--- config.mk ---
export PLATFORM = sky130hd
export DESIGN_NAME = ecc_job_scheduler
export DESIGN_NICKNAME = d
export VERILOG_FILES = /design/src/rtl/ecc_pkg.sv /design/src/rtl/rr_arbiter2.sv /design/src/rtl/ecc_job_scheduler.sv
export SDC_FILE = /design/constraint.sdc
export NUM_CORES = 1
export LEC_CHECK = 0
export BUFFER_PORTS_ARGS = -buffer_cell sky130_fd_sc_hd__buf_2
export CAP_MARGIN = 10
export CORE_MARGIN = 1.5
export CORE_UTILIZATION = 45
export CTS_CLUSTER_DIAMETER = 200
export CTS_CLUSTER_SIZE = 30
export DETAILED_ROUTE_END_ITERATION = 8
export PLACE_DENSITY_LB_ADDON = 0.12
export SKIP_CTS_REPAIR_TIMING = 1
export SLEW_MARGIN = 20
export SYNTH_ARGS = -nofsm -noshare
export SYNTH_HDL_FRONTEND = slang
export SYNTH_SLANG_ARGS = --single-unit
--- constraint.sdc ---
create_clock -name clk -period 3.34 [get_ports clk]
set_clock_uncertainty 0.05 [all_clocks]
set_input_delay 0.668 -clock clk [delete_from_list [all_inputs] [get_ports clk]]
set_output_delay 0.668 -clock clk [all_outputs]
set_load 0.01 [all_outputs]
--- src/rtl/ecc_pkg.sv ---
// rtl/ecc_pkg.sv - shared constants and types for the ECC core job scheduler
package ecc_pkg;

  localparam logic [7:0] ADDR_CTRL     = 8'h00;
  localparam logic [7:0] ADDR_DATA_IN  = 8'h04;
  localparam logic [7:0] ADDR_CW_WIDTH = 8'h08;
  localparam logic [7:0] ADDR_NOISE    = 8'h0C;

  localparam logic [1:0] OP_ENC = 2'b00;
  localparam logic [1:0] OP_DEC = 2'b01;
  localparam logic [1:0] OP_FC  = 2'b10;

  localparam logic [1:0] CW_W8  = 2'b00;
  localparam logic [1:0] CW_W16 = 2'b01;
  localparam logic [1:0] CW_W32 = 2'b10;

  typedef enum logic [2:0] {
    S_IDLE,
    S_SETUP,
    S_ACCESS,
    S_WAIT_DONE,
    S_RESP
  } sched_state_e;

  // Order of this enum is the order writes are issued; CTRL last starts the core.
  typedef enum logic [1:0] {
    WR_CW,
    WR_NOISE,
    WR_DATA,
    WR_CTRL
  } wr_sel_e;

  function automatic logic [7:0] wr_addr(input wr_sel_e sel);
    case (sel)
      WR_CW:    return ADDR_CW_WIDTH;
      WR_NOISE: return ADDR_NOISE;
      WR_DATA:  return ADDR_DATA_IN;
      default:  return ADDR_CTRL;
    endcase
  endfunction

endpackage

--- src/rtl/rr_arbiter2.sv ---
// rtl/rr_arbiter2.sv - two-way round-robin grant, pointer moves to the loser on accept
module rr_arbiter2 (
  input  logic       clk,
  input  logic       rst,
  input  logic [1:0] valid,
  input  logic       accept,
  output logic [1:0] grant
);

  logic ptr;

  assign grant[0] = valid[0] & (~ptr | ~valid[1]);
  assign grant[1] = valid[1] & ( ptr | ~valid[0]);

  always_ff @(posedge clk or negedge rst) begin
    if (!rst) begin
      ptr <= 1'b0;
    end else if (accept && (|grant)) begin
      ptr <= grant[0];
    end
  end

endmodule

--- src/rtl/ecc_job_scheduler.sv ---
// rtl/ecc_job_scheduler.sv - arbitrates two job requesters onto the ECC core via APB writes
module ecc_job_scheduler
  import ecc_pkg::*;
#(
  parameter int DATA_WIDTH      = 32,
  parameter int AMBA_ADDR_WIDTH = 20,
  parameter int AMBA_WORD       = 32,
  parameter int TIMEOUT_CYCLES  = 16
) (
  input  logic                       clk,
  input  logic                       rst,
  input  logic                       req0_valid,
  output logic                       req0_ready,
  input  logic [1:0]                 req0_op,
  input  logic [1:0]                 req0_width,
  input  logic [DATA_WIDTH-1:0]      req0_data,
  input  logic [AMBA_WORD-1:0]       req0_noise,
  input  logic                       req1_valid,
  output logic                       req1_ready,
  input  logic [1:0]                 req1_op,
  input  logic [1:0]                 req1_width,
  input  logic [DATA_WIDTH-1:0]      req1_data,
  input  logic [AMBA_WORD-1:0]       req1_noise,
  output logic [AMBA_ADDR_WIDTH-1:0] PADDR,
  output logic [AMBA_WORD-1:0]       PWDATA,
  output logic                       PSEL,
  output logic                       PENABLE,
  output logic                       PWRITE,
  input  logic                       operation_done,
  input  logic [DATA_WIDTH-1:0]      data_out,
  input  logic [1:0]                 num_of_errors,
  output logic                       resp_valid,
  input  logic                       resp_ready,
  output logic                       resp_id,
  output logic [DATA_WIDTH-1:0]      resp_data,
  output logic [1:0]                 resp_nerr,
  output logic                       resp_timeout
);

  localparam int TW = $clog2(TIMEOUT_CYCLES + 1);
  localparam logic [TW-1:0] T_LAST = TW'(TIMEOUT_CYCLES - 1);

  sched_state_e          state;
  wr_sel_e               cur_wr, first_wr, next_wr;
  logic [1:0]            grant;
  logic [1:0]            in_op, in_width, j_op, j_width;
  logic [DATA_WIDTH-1:0] in_data, j_data;
  logic [AMBA_WORD-1:0]  in_noise, j_noise, nz_cache;
  logic [1:0]            cw_cache;
  logic                  cw_valid, nz_valid;
  logic [TW-1:0]         tcnt;

  rr_arbiter2 u_arb (
    .clk    (clk),
    .rst    (rst),
    .valid  ({req1_valid, req0_valid}),
    .accept (state == S_IDLE),
    .grant  (grant)
  );

  assign req0_ready = (state == S_IDLE) & grant[0];
  assign req1_ready = (state == S_IDLE) & grant[1];

  function automatic logic [AMBA_WORD-1:0] wr_data(input wr_sel_e sel, input logic [1:0] op,
      input logic [1:0] width, input logic [DATA_WIDTH-1:0] data, input logic [AMBA_WORD-1:0] noise);
    case (sel)
      WR_CW:    return AMBA_WORD'(width);
      WR_NOISE: return noise;
      WR_DATA:  return AMBA_WORD'(data);
      default:  return AMBA_WORD'(op);
    endcase
  endfunction

  // Config writes are skipped when the core already holds the value from an earlier job.
  always_comb begin
    in_op    = grant[1] ? req1_op    : req0_op;
    in_width = grant[1] ? req1_width : req0_width;
    in_data  = grant[1] ? req1_data  : req0_data;
    in_noise = grant[1] ? req1_noise : req0_noise;
    first_wr = WR_DATA;
    if (!(cw_valid && cw_cache == in_width))
      first_wr = WR_CW;
    else if (in_op == OP_FC && !(nz_valid && nz_cache == in_noise))
      first_wr = WR_NOISE;
    next_wr = WR_CTRL;
    case (cur_wr)
      WR_CW:    next_wr = (j_op == OP_FC && !(nz_valid && nz_cache == j_noise)) ? WR_NOISE : WR_DATA;
      WR_NOISE: next_wr = WR_DATA;
      default:  next_wr = WR_CTRL;
    endcase
  end

  always_ff @(posedge clk or negedge rst) begin
    if (!rst) begin
      state        <= S_IDLE;
      cur_wr       <= WR_CW;
      j_op         <= '0;
      j_width      <= '0;
      j_data       <= '0;
      j_noise      <= '0;
      cw_valid     <= 1'b0;
      cw_cache     <= '0;
      nz_valid     <= 1'b0;
      nz_cache     <= '0;
      tcnt         <= '0;
      PADDR        <= '0;
      PWDATA       <= '0;
      PSEL         <= 1'b0;
      PENABLE      <= 1'b0;
      PWRITE       <= 1'b0;
      resp_valid   <= 1'b0;
      resp_id      <= 1'b0;
      resp_data    <= '0;
      resp_nerr    <= '0;
      resp_timeout <= 1'b0;
    end else begin
      PWRITE <= 1'b1;
      case (state)
        S_IDLE: begin
          if (|grant) begin
            j_op    <= in_op;
            j_width <= in_width;
            j_data  <= in_data;
            j_noise <= in_noise;
            resp_id <= grant[1];
            cur_wr  <= first_wr;
            PADDR   <= AMBA_ADDR_WIDTH'(wr_addr(first_wr));
            PWDATA  <= wr_data(first_wr, in_op, in_width, in_data, in_noise);
            PSEL    <= 1'b1;
            PENABLE <= 1'b0;
            state   <= S_SETUP;
          end
        end
        S_SETUP: begin
          PENABLE <= 1'b1;
          state   <= S_ACCESS;
        end
        S_ACCESS: begin
          if (cur_wr == WR_CW) begin
            cw_valid <= 1'b1;
            cw_cache <= j_width;
          end
          if (cur_wr == WR_NOISE) begin
            nz_valid <= 1'b1;
            nz_cache <= j_noise;
          end
          PENABLE <= 1'b0;
          if (cur_wr == WR_CTRL) begin
            PSEL  <= 1'b0;
            tcnt  <= '0;
            state <= S_WAIT_DONE;
          end else begin
            cur_wr <= next_wr;
            PADDR  <= AMBA_ADDR_WIDTH'(wr_addr(next_wr));
            PWDATA <= wr_data(next_wr, j_op, j_width, j_data, j_noise);
            state  <= S_SETUP;
          end
        end
        S_WAIT_DONE: begin
          if (operation_done) begin
            resp_data    <= data_out;
            resp_nerr    <= num_of_errors;
            resp_timeout <= 1'b0;
            resp_valid   <= 1'b1;
            state        <= S_RESP;
          end else if (tcnt == T_LAST) begin
            // The core state is unknown after an abort, so force all config to be rewritten.
            resp_data    <= '0;
            resp_nerr    <= '0;
            resp_timeout <= 1'b1;
            resp_valid   <= 1'b1;
            cw_valid     <= 1'b0;
            nz_valid     <= 1'b0;
            state        <= S_RESP;
          end else begin
            tcnt <= tcnt + 1'b1;
          end
        end
        S_RESP: begin
          if (resp_ready) begin
            resp_valid <= 1'b0;
            state      <= S_IDLE;
          end
        end
        default: state <= S_IDLE;
      endcase
    end
  end

endmodule

## Yosys cells after proc, flatten, opt, wreduce, memory -nomap -nowiden

Index checks and enable logic that the tools add are counted.
Widths: inputs -> output; s select.

| word-level totals | value |
|---|---|
| flip-flop bits (word level) | 207 |
| word-level logic and storage cells | 139 |
| input port bits | 176 |
| output and inout bits | 94 |

| operators by class | value |
|---|---|
| add/sub/neg operators | 1 |
| equality and inequality tests | 26 |
| bitwise operators | 9 |
| reduce and logical (&&, ||, !) cells | 30 |
| mux-type cells | 51 |

Operators with widths:

| kind | number |
|---|---|
| $mux 32 | 6 |
| $pmux 32 s3 | 2 |
| $eq 32x32->1 | 2 |
| $pmux 32 s2 | 1 |
| $mux 20 | 2 |
| $pmux 20 s2 | 1 |
| $pmux 4 s3 | 2 |
| $mux 2 | 10 |
| $ne 2x2->1 const B | 9 |
| $mux 5 | 3 |
| $pmux 3 s5 | 1 |
| $mux 3 | 4 |
| $reduce_and 3->1 | 4 |
| $reduce_and 4->1 | 3 |
| $mux 1 | 11 |
| $eq 2x2->1 const B | 5 |
| $pmux 5 s2 | 1 |
| $reduce_and 2->1 | 5 |
| $pmux 1 s2 | 4 |
| $pmux 2 s2 | 2 |
| $reduce_bool 2->1 | 4 |
| $eq 2x1->1 const B | 3 |
| $eq 3x2->1 const B | 2 |
| $logic_and 1x1->1 | 6 |
| 15 further kinds | 24 |

## Longest topological paths before layout

Gate-level depths: netlist of the first run.

| depth | value |
|---|---|
| depth after elaboration | 14 |
| mapped depth | 18 |
| mapped depth without buffers | 16 |

## By module

A second synthesis of the first run with hierarchy kept.

| second synthesis, totals | value |
|---|---|
| cell total of the unflattened synthesis | 900 |
| area, all modules | 9724.3 µm² |

By module, submodules not included:

| module | area an instance (µm²) | seq. area each (µm²) | times used | cells an instance |
|---|---|---|---|---|
| ecc_job_scheduler | 9669.3 | 4704.5 | 1 | 894 |
| rr_arbiter2 | 55.1 | 25.0 | 1 | 6 |

## Worst setup path after synthesis of the first run

OpenSTA, ideal clock, no wires.

| path | value |
|---|---|
| kind | input port to flip-flop |
| start point | input port req0_valid |
| end point | register PWDATA[1] |
| arrival time | 3.726 ns |
| path slack | -0.579 ns |
| setup time | 0.143 ns |
| stages on the path | 16 |
| data required time | 3.147 ns |
| cell sequence | and2b_4 nor2_8 mux2i_1 o2111ai_1 or4_1 o31ai_4 nand2_1 inv_1 ha_1 inv_1 o21ai_0 nor2_1 and4_1 and2_1 a2111oi_2 o211ai_1 |

| on the way | value |
|---|---|
| longest elaborated chain between the ends | 14 |

Ends and longest elaborated chain:

| element | line | text |
|---|---|---|
| start, declared | ecc_job_scheduler.sv:12 | `input logic req0_valid,` |
| $not 1->1 | rr_arbiter2.sv:13 | `assign grant[1] = valid[1] & ( ptr \| ~valid[0]);` |
| $or 1x1->1 | rr_arbiter2.sv:13 |  |
| $and 1x1->1 | rr_arbiter2.sv:13 |  |
| $mux 32 | ecc_job_scheduler.sv:79 | `in_noise = grant[1] ? req1_noise : req0_noise;` |
| $eq 32x32->1 | ecc_job_scheduler.sv:83 | `else if (in_op == OP_FC && !(nz_valid && nz_cache == in_noise))` |
| $logic_and 1x1->1 | ecc_job_scheduler.sv:83 |  |
| $logic_not 1->1 | ecc_job_scheduler.sv:83 |  |
| $logic_and 1x1->1 | ecc_job_scheduler.sv:83 |  |
| $mux 2 | ecc_job_scheduler.sv:83 |  |
| $mux 2 | ecc_job_scheduler.sv:81 | `if (!(cw_valid && cw_cache == in_width))` |
| $eq 2x2->1, or another cell as far along | ecc_job_scheduler.sv:66 | `case (sel)` |
| $pmux 32 s3 | ecc_job_scheduler.sv:66 |  |
| $mux 32 | ecc_job_scheduler.sv:120 | `if (\|grant) begin` |
| $pmux 32 s2 | ecc_job_scheduler.sv:118 | `case (state)` |
| end signal, assigned | ecc_job_scheduler.sv:128 | `PWDATA <= wr_data(first_wr, in_op, in_width, in_data, in_noise);` |
| end signal, assigned | ecc_job_scheduler.sv:155 | `PWDATA <= wr_data(next_wr, j_op, j_width, j_data, j_noise);` |
| end, declared | ecc_job_scheduler.sv:25 | `output logic [AMBA_WORD-1:0] PWDATA,` |

Several ways; a longest one is shown, not always the timed one. The select of a mux whose other input is x is not followed.
A chain may end at the register's enable or synchronous reset.

## Worst setup path after layout of the first run

| path | value |
|---|---|
| start point | input port req1_noise[1] |
| end point | register PWDATA[1] |

| on the way | value |
|---|---|
| longest elaborated chain between the ends | 11 |

Ends and longest elaborated chain:

| element | line | text |
|---|---|---|
| start, declared | ecc_job_scheduler.sv:23 | `input logic [AMBA_WORD-1:0] req1_noise,` |
| $mux 32 * | ecc_job_scheduler.sv:79 |  |
| $eq 32x32->1 | ecc_job_scheduler.sv:83 |  |
| $logic_and 1x1->1 | ecc_job_scheduler.sv:83 |  |
| $logic_not 1->1 | ecc_job_scheduler.sv:83 |  |
| $logic_and 1x1->1 | ecc_job_scheduler.sv:83 |  |
| $mux 2 | ecc_job_scheduler.sv:83 |  |
| $mux 2 | ecc_job_scheduler.sv:81 |  |
| $eq 2x2->1, or another cell as far along | ecc_job_scheduler.sv:66 |  |
| $pmux 32 s3 * | ecc_job_scheduler.sv:66 |  |
| $mux 32 * | ecc_job_scheduler.sv:120 |  |
| $pmux 32 s2 * | ecc_job_scheduler.sv:118 |  |

Mark *: on every way between the ends. The rest lies on a longest branch, timed or not. The select of a mux whose other input is x is not followed.

==> impl_metrics.yaml, run 1 <==
finish:
  multiInputGateArea_sq_um: 5250
  drive_above_1_share_pct: 43.07
  antenna_cells: 0
  layout_common_cells: "buf_2, dfrtp_1, buf_4"
  mostFrequentLayoutCell: "buf_2"
  fill_cells: 1848
  nNetsFinal: 1533
  regArea_sq_um: 4731
  area_delta_synth_final_pct: 35.83
synth:
  yosysUniqueCellTypes: 81
  syn_inst: 966
  synth-seq-cells: 189
  yosysSeqAreaShare_pct: 46.38
  yosysWarnings: 0
  synth_top_area_share_pct: 46.38
  synth_area_leaders: "dfrtp_1, mux2i_1, o21ai_0"
  synth.avg_cell_area_sq_um: 10.56
  yosys.area.top_type: "dfrtp_1"
  async_reset_ff_share_pct: 100.0
  synth_edf_count: 0
  synth_area_sq_um: 10200
  ys.flop_type: "dfrtp_1"
worst_setup_path:
  crit_slowest_cell: "or4_4"
  cp.arrival_ns: 3.93
  worstSetupPathType: "primary input to flop"
  crit_path_start_kind: "primary input"
  cp_max_fo: 3
  slowest_delay_ns: 0.55
  end_kind: "flop"
  path_cells: "buf_2 -> inv_1 -> a222oi_1 -> nand3_1 -> a32o_1 -> or4_4 -> o31ai_4 -> nand2_2 -> inv_2 -> ha_4 -> inv_4 -> o21ai_2 -> nor2_2 -> and4_4 -> and2_4 -> a2111oi_4 -> o211ai_1"
  critPathRequiredTime_ns: 3.59
cts:
  clk_latency_ns: 0.45
  htreeDepth: 4
  cts_tree: "done"
  numCtsBuffers: 17
  cts.clk_slew.worst_paths_ns: 0.08
  clock-sinks: 189
  cts_buffer_depth: 2
  root_buffer: "clkbuf_16"
grt:
  grt_max_degree: 77
  grt_overflow_total: 0
  grt_pass1_vias: 9016
  antenna_found_initial: 0
  grt_usage_pct: 27.99
  grt_first_pass_wirelength_mm: 51.05
die:
  top_level_ports: 270
  die_h_um: 153.5
  row_count: 54
  start_util_pct: 46.30
  core_sq_um: 22030
  fp.dieW_um: 153.5
  die_area_sq_um: 23570
timing:
  timing.fmax_mhz: 272.0
  rsz0062_at_grt: "yes"
  slew_violations: 0
  max_slew.worst_pin.slew_ns: 0.6791
  hold_slack_ns: 0.1771
  finalCritPeriodShare_pct: 110.1
  setup_viol_count_final: 32
  timing.final.ws_setup_ns: -0.3358
  period_minus_slack_ns: 3.676
  hold_viol: 0
  relSlewSlack_pct: 54.42
placement:
  routabilityCongestion: 0.9431
  dp_hpwl_mm: 25.28
  portBuffers: 251
  dp_slack_ns: -0.6875
power:
  vdd_drop_max_mv: 0.3845
  leakagePower_nw: 6.788
  powerDensity_nw_per_um2: 841.3
status:
  outcome: "complete, but fails checks"
  violations: "setup timing"
job:
  drv_cap: 0
detailed_routing:
  post_drt_wl_per_cell_um: 20.32
  drc_errors: 0
  avgViaCountPerCell: 5.631
  final_antenna_net_count: 0
  wl_mm: 33.38
  first_pass_iters: 6
  vias: 9252
  first_iter_violations: 818
hold_path:
  hp-class: "primary input to asynchronous set/reset pin"
## critical path: cells and delay by family
family                     cells  cell delay, ns
adders and majority gates      1            0.15
AOI/OAI and AO/OA              6            1.58
buffers and inverters          4            0.29
and+or+nand+nor                6            1.22
## layer usage
metal | GRT usage, % | vias to the layer above | part of all wire, %
li1 | - | 4344 | -
met1 | 41.40 | 4511 | 46
met2 | 43.59 | 363 | 46
met3 | 4.284 | 34 | 6.0
met4 | 5.871 | 0 | 1.4
met5 | 0 | - | 0
## cell type report
cell class,count,share of cell area (%)
Sequential cell,189,34.16
Clock inverter,14,1.418
Multi-Input combinational cell,678,37.90
Clock buffer,18,3.171
Inverter,40,1.129
Tap cell,280,2.529
Timing Repair Buffer,424,19.69
## cells in the mapped netlist (8+ instances only)
library cell / number
a21oi_1: 24
nor4_1: 12
nand2_1: 99
mux2i_1: 51
nand4_1: 8
xor2_1: 23
mux2_2: 33
buf_4: 23
clkbuf_1: 38
o21ai_0: 91
a222oi_1: 35
xnor2_1: 27
nand3_1: 17
nor3_1: 9
o221ai_2: 30
and2_1: 8
nand2b_1: 9
nor2_1: 25
a22o_1: 34
dfrtp_1: 189
inv_1: 40
## where the power goes
part	internal [mW]	switching (mW)	leakage, nW
clock	1.11	1.03	0.307
sequential	3.31	0.799	2.40
combinational	2.50	2.90	4.08
## path summary, 6_finish.rpt
check                               from           end  slack [ns]  cells after the start
setup / recovery           req1_noise[1]     PWDATA[1]       -0.34                     17
hold / removal                       rst       tcnt[1]        0.18                      1
setup reg to reg             nz_cache[1]     PWDATA[1]       -0.32                     15
hold reg to reg                  resp_id       resp_id        0.43                      2
max in group asynchronous            rst  nz_cache[19]        2.29                      2
min in group clk              resp_ready      state[2]        0.37                      2
## through the flow
stage / total power, mW / std cells / utilization (%) / setup TNS [ns] / cell area [sq um]
floorplan: 6.962 / 983 / - / -8.682 / 10320
global placement: 9.126 / 1592 / 58.02 / -17.22 / 12780
detailed placement: 9.222 / 1592 / 58.02 / -19.93 / 12780
CTS: 11.40 / 1624 / 60.91 / -9.780 / 13420
global route: 12.38 / 1643 / 62.88 / -11.34 / 13850
finish: 11.65 / 1643 / 62.88 / -8.783 / 13850
## state kept, by name, indices dropped and copies added, names as in the netlist, 2 cells and up
register   cells
cur_wr         2
j_op           2
tcnt           5
cw_cache       2
resp_data     32
j_data        32
PWDATA        32
PADDR          2
state          3
nz_cache      32
j_width        2
resp_nerr      2
j_noise       32
## cell families (layout without fill, tap and decap cells)
| group | after synthesis | in the layout | share of synthesized area, % |
|---|---|---|---|
| AO/OA/AOI/OAI | 283 | 283 | 22.06 |
| multiplexers | 85 | 85 | 8.761 |
| adder cells (fa/ha/maj) | 7 | 7 | 0.8589 |
| buffers and inverters | 117 | 496 | 5.902 |
| AND/OR/NAND/NOR | 233 | 234 | 11.67 |
| other | 2 | 19 | 0.07365 |
| XOR/XNOR | 50 | 50 | 4.294 |
| flip-flops | 189 | 189 | 46.38 |
Note: power is estimated with default switching activity, not from simulation.
==> inputs of run 2 (changes only) <==
==> constraint.sdc (replaced) <==
create_clock -name clk -period 3.8 [get_ports clk]
set_clock_uncertainty 0.05 [all_clocks]
set_input_delay 0.76 -clock clk [delete_from_list [all_inputs] [get_ports clk]]
set_output_delay 0.76 -clock clk [all_outputs]
set_load 0.01 [all_outputs]
==> impl_metrics.yaml, run 2 (synthesized netlist as in run 1, its figures left out) <==
timing:
  slew_violations: 0
  timing.fmax_mhz: 272.1
  hold_slack_ns: 0.2347
  hold_viol: 0
  relSlewSlack_pct: 36.83
  max_slew.worst_pin.slew_ns: 0.9441
  setup_viol_count_final: 0
  period_minus_slack_ns: 3.675
  setup_tns_ns: 0
  finalCritPeriodShare_pct: 96.72
placement:
  dp.cells: 1529
  place_area_sq_um: 12260
  dp_hpwl_mm: 24.43
  routabilityCongestion: 0.9058
  portBuffers: 251
cts:
  cts.clk_slew.worst_paths_ns: 0.09
  clk_latency_ns: 0.45
  clock-sinks: 189
  root_buffer: "clkbuf_16"
  cts_tree: "done"
  cts_buffer_depth: 2
  numCtsBuffers: 17
  htreeDepth: 4
worst_setup_path:
  reg2reg_from: "u_arb.ptr"
  cp_max_fo: 11
  critPathRequiredTime_ns: 4.12
  cp.arrival_ns: 4.00
  end_kind: "flop"
  startpoint: "u_arb.ptr"
  crit_path_start_kind: "flop"
  worstSetupPathType: "flop to flop"
grt:
  grt_pass1_vias: 8802
  antenna_found_initial: 0
  grt_max_degree: 73
  grt_overflow_total: 0
  grt_usage_pct: 27.80
  grt_first_pass_wirelength_mm: 50.49
die:
  fp.dieW_um: 153.5
  core_sq_um: 22030
  die_h_um: 153.5
  die_area_sq_um: 23570
  start_util_pct: 46.30
  top_level_ports: 270
  row_count: 54
power:
  powerDensity_nw_per_um2: 746.2
  vdd_drop_max_mv: 0.3759
  leakagePower_nw: 6.384
  clockPowerShare_pct: 19.6
  p_total_mw: 9.741
  internal-power_mw: 5.673
  switchingPower_mw: 4.069
  netSwitchingFraction_pct: 41.77
  power.share.combinational_pct: 42.3
  p_seq_share_pct: 38.1
finish:
  mostFrequentLayoutCell: "buf_2"
  antenna_cells: 0
  nNetsFinal: 1456
  finalNonFillerCells: 1566
  area_delta_synth_final_pct: 28.01
  drive_above_1_share_pct: 37.79
  fin_area_sq_um: 13050
  layout_common_cells: "buf_2, dfrtp_1, nand2_1"
detailed_routing:
  final_antenna_net_count: 0
  avgViaCountPerCell: 5.803
  drc_errors: 1
  wl_mm: 32.36
  post_drt_wl_per_cell_um: 20.67
  first_iter_violations: 824
  vias: 9088
  first_pass_iters: 9
hold_path:
  hp-class: "primary input to asynchronous set/reset pin"
status:
  outcome: "complete, but fails checks"
  violations: "DRC"
job:
  drv_cap: 0
-- run 2: worst max-delay path: stages (launching register included) --
cell and delay [ns]:
dfrtp_1 0.41, and2b_4 0.30, buf_4 0.22, o21ai_2 0.07, and2_2 0.20, o2bb2ai_1 0.12
or4_4 0.56, o31ai_4 0.30, or2_4 0.16, inv_1 0.04, ha_2 0.18, inv_2 0.09
nand3_4 0.10, nor4_4 0.30, nor2_4 0.15, buf_12 0.17, o221ai_2 0.16
-- run 2: area by class of cell --
| type | instances | area (sq um) |
|---|---|---|
| Timing Repair Buffer | 348 | 2108 |
| Clock inverter | 15 | 216.5 |
| Tap cell | 280 | 350.3 |
| Multi-Input combinational cell | 677 | 5074 |
| Inverter | 40 | 150.1 |
| Sequential cell | 189 | 4730 |
| Clock buffer | 17 | 425.4 |
| Fill cell | 1939 | 8972 |
-- run 2: power by group through the flow --
stage          Clock [mW]  Combinational, mW  Sequential (mW)
2_1_floorplan           0               2.43             3.68
3_3_place_gp            0               3.97             3.71
3_5_place_dp            0               4.05             3.71
4_1_cts              1.95               4.07             3.70
5_1_grt              2.03               4.53             3.83
6_report             1.91               4.12             3.71
-- run 2: per-stage QoR --
step                      utilization, %  setup WS [ns]
after global placement             55.68        -0.4346
after CTS                          58.59        -0.1546
after global routing               59.26       -0.01069
after detailed placement           55.68        -0.5288
final                              59.26         0.1248
after floorplan                        -       -0.08534
-- run 2: worst paths after layout --
path                                      to  slack, ns  cells after the start
worst max-delay path              PWDATA[28]       0.12                     16
worst min register to register       resp_id       0.43                      2
worst max register to register    PWDATA[28]       0.12                     16
min in group clk                     resp_id       0.43                      2
max in group asynchronous       nz_cache[22]       2.60                      2
worst min-delay path                 tcnt[2]       0.23                      1
-- run 2: metal layers --
layer / up-vias / track usage, % / wire [um]
met4: 0 / 6.981 / 491
met5: - / 0 / 0
li1: 4184 / - / -
met2: 425 / 42.23 / 14840
met1: 4448 / 41.35 / 14760
met3: 31 / 4.622 / 2278
==> inputs of run 3 (changes only) <==
--- a/config.mk
+++ b/config.mk
@@ -13,6 +13,7 @@
 export CTS_CLUSTER_SIZE = 30
 export DETAILED_ROUTE_END_ITERATION = 8
 export PLACE_DENSITY_LB_ADDON = 0.12
+export SETUP_SLACK_MARGIN = 0.15
 export SKIP_CTS_REPAIR_TIMING = 1
 export SLEW_MARGIN = 20
 export SYNTH_ARGS = -nofsm -noshare
==> impl_metrics.yaml, run 3 (synthesized netlist as in run 1, its figures left out) <==
finish:
  layout_common_cells: "buf_2, dfrtp_1, nand2_1"
  area_delta_synth_final_pct: 28.86
  nNetsFinal: 1457
  mostFrequentLayoutCell: "buf_2"
  finalNonFillerCells: 1567
  fill_cells: 1930
  antenna_cells: 0
  drive_above_1_share_pct: 38.31
worst_setup_path:
  path_cells: "buf_4 -> inv_2 -> a222oi_1 -> nand3_1 -> a32o_2 -> or4_4 -> o31ai_4 -> nand2_1 -> inv_2 -> ha_4 -> inv_4 -> o21ai_4 -> nor2_2 -> and4_4 -> and2_4 -> a2111oi_4 -> o211ai_1"
  reg2reg_from: "u_arb.ptr"
  cp.arrival_ns: 3.96
  crit_path_start_kind: "primary input"
  critPathRequiredTime_ns: 4.06
  regToRegSetupSlack_ns: 0.11
  slowest_delay_ns: 0.54
  end_kind: "flop"
  crit_slowest_cell: "or4_4"
  timing.rr.end: "PWDATA[1]"
  path_common_cell: "inv_2"
  worstRegToRegCells: 17
  worstSetupPathType: "primary input to flop"
  cp_max_fo: 3
detailed_routing:
  final_antenna_net_count: 0
  vias: 9083
  avgViaCountPerCell: 5.796
  wl_mm: 32.29
  post_drt_wl_per_cell_um: 20.60
  first_pass_iters: 8
  drc_errors: 0
  first_iter_violations: 750
placement:
  dp.cells: 1521
  portBuffers: 251
  routabilityCongestion: 0.9182
  dp_hpwl_mm: 24.34
timing:
  hold_viol: 0
  rsz0062_at_grt: "yes"
  finalCritPeriodShare_pct: 97.18
  slew_violations: 0
  setup_viol_count_final: 0
  setup_tns_ns: 0
  max_slew.worst_pin.slew_ns: 0.9663
  relSlewSlack_pct: 35.35
  timing.fmax_mhz: 270.8
  period_minus_slack_ns: 3.693
grt:
  grt_max_degree: 76
  antenna_found_initial: 0
  grtUsageMet2_pct: 42.28
  grt.met3_usage_pct: 5.271
  grt_first_pass_wirelength_mm: 49.69
  grt_usage_pct: 27.47
  grt_overflow_total: 0
  grt_util_met1_pct: 40.03
  grt_pass1_vias: 8704
  top_usage_layer: "met2"
power:
  clockPowerShare_pct: 20.0
  vdd_drop_max_mv: 0.3293
  internal-power_mw: 5.705
  power.share.combinational_pct: 42.1
  p_seq_share_pct: 37.9
  leakagePower_nw: 6.398
  powerDensity_nw_per_um2: 745.9
  netSwitchingFraction_pct: 41.79
  switchingPower_mw: 4.096
cts:
  cts.clk_slew.worst_paths_ns: 0.08
  clk_latency_ns: 0.45
  clock-sinks: 189
  htreeDepth: 4
  root_buffer: "clkbuf_16"
  cts_tree: "done"
  cts_buffer_depth: 2
  numCtsBuffers: 17
status:
  outcome: "complete, no violations"
job:
  drv_cap: 0
die:
  die_area_sq_um: 23570
  row_count: 54
  fp.dieW_um: 153.5
  die_h_um: 153.5
  start_util_pct: 46.30
  core_sq_um: 22030
  top_level_ports: 270
hold_path:
  hp-class: "primary input to asynchronous set/reset pin"
==> run 3: worst max-delay path: cells and delay by family <==
kind                       cells  cell delay (ns)
buffers and inverters          4             0.29
adders and majority gates      1             0.15
and+or+nand+nor                6             1.20
AOI/OAI and AO/OA              6             1.54
==> run 3: cell type report <==
cell class	instances	area [sq um]	area share, %
tap	280	350.3	2.666
timing repair buffer	348	2125	16.17
clock buffer	17	425.4	3.237
clock inverter	15	226.5	1.723
sequential	189	4731	36.00
multi-input combinational	678	5124	38.99
inverter	40	158.9	1.209
==> run 3: worst max-delay path by stage <==
| stage | start | end | slack, ns | cells after the start |
|---|---|---|---|---|
| after floorplan | req0_valid | PWDATA[1] | -0.08 | 16 |
| after global placement | req0_valid | PWDATA[1] | -0.23 | 16 |
| after detailed placement | req0_valid | PWDATA[1] | -0.36 | 18 |
| after CTS | u_arb.ptr | PWDATA[1] | -0.005 | 16 |
| after global routing | u_arb.ptr | PWDATA[1] | -0.03 | 17 |
| final | req1_noise[28] | PWDATA[1] | 0.11 | 17 |
==> run 3: per-stage QoR <==
stage          worst slack [ns]  power [mW]  instance area, sq um  hold WS (ns)  utilization (%)
6_report                 0.1072       9.802                 13140        0.2667            59.66
3_3_place_gp            -0.2285       7.649                 12220        0.4082            55.50
3_5_place_dp            -0.3645       7.725                 12220        0.4184            55.50
2_1_floorplan          -0.07855       6.119                 10320        0.3985                -
5_1_grt                -0.02974       10.45                 13140        0.3305            59.66
4_1_cts               -0.004765       9.701                 12880        0.3070            58.46
==> run 3: metal layers <==
metal / share of wire (%) / wire (um)
met2: 46 / 14790
met4: 1.5 / 492
met1: 45 / 14620
met5: 0 / 0
met3: 7.4 / 2386
==> run 3: power by group through the flow <==
stage                     combinational [mW]  sequential (mW)  clock [mW]
after detailed placement                4.01             3.72           0
after floorplan                         2.44             3.68           0
final                                   4.13             3.71        1.96
after global placement                  3.94             3.71           0
after global routing                    4.54             3.83        2.08
after CTS                               4.02             3.70        1.99
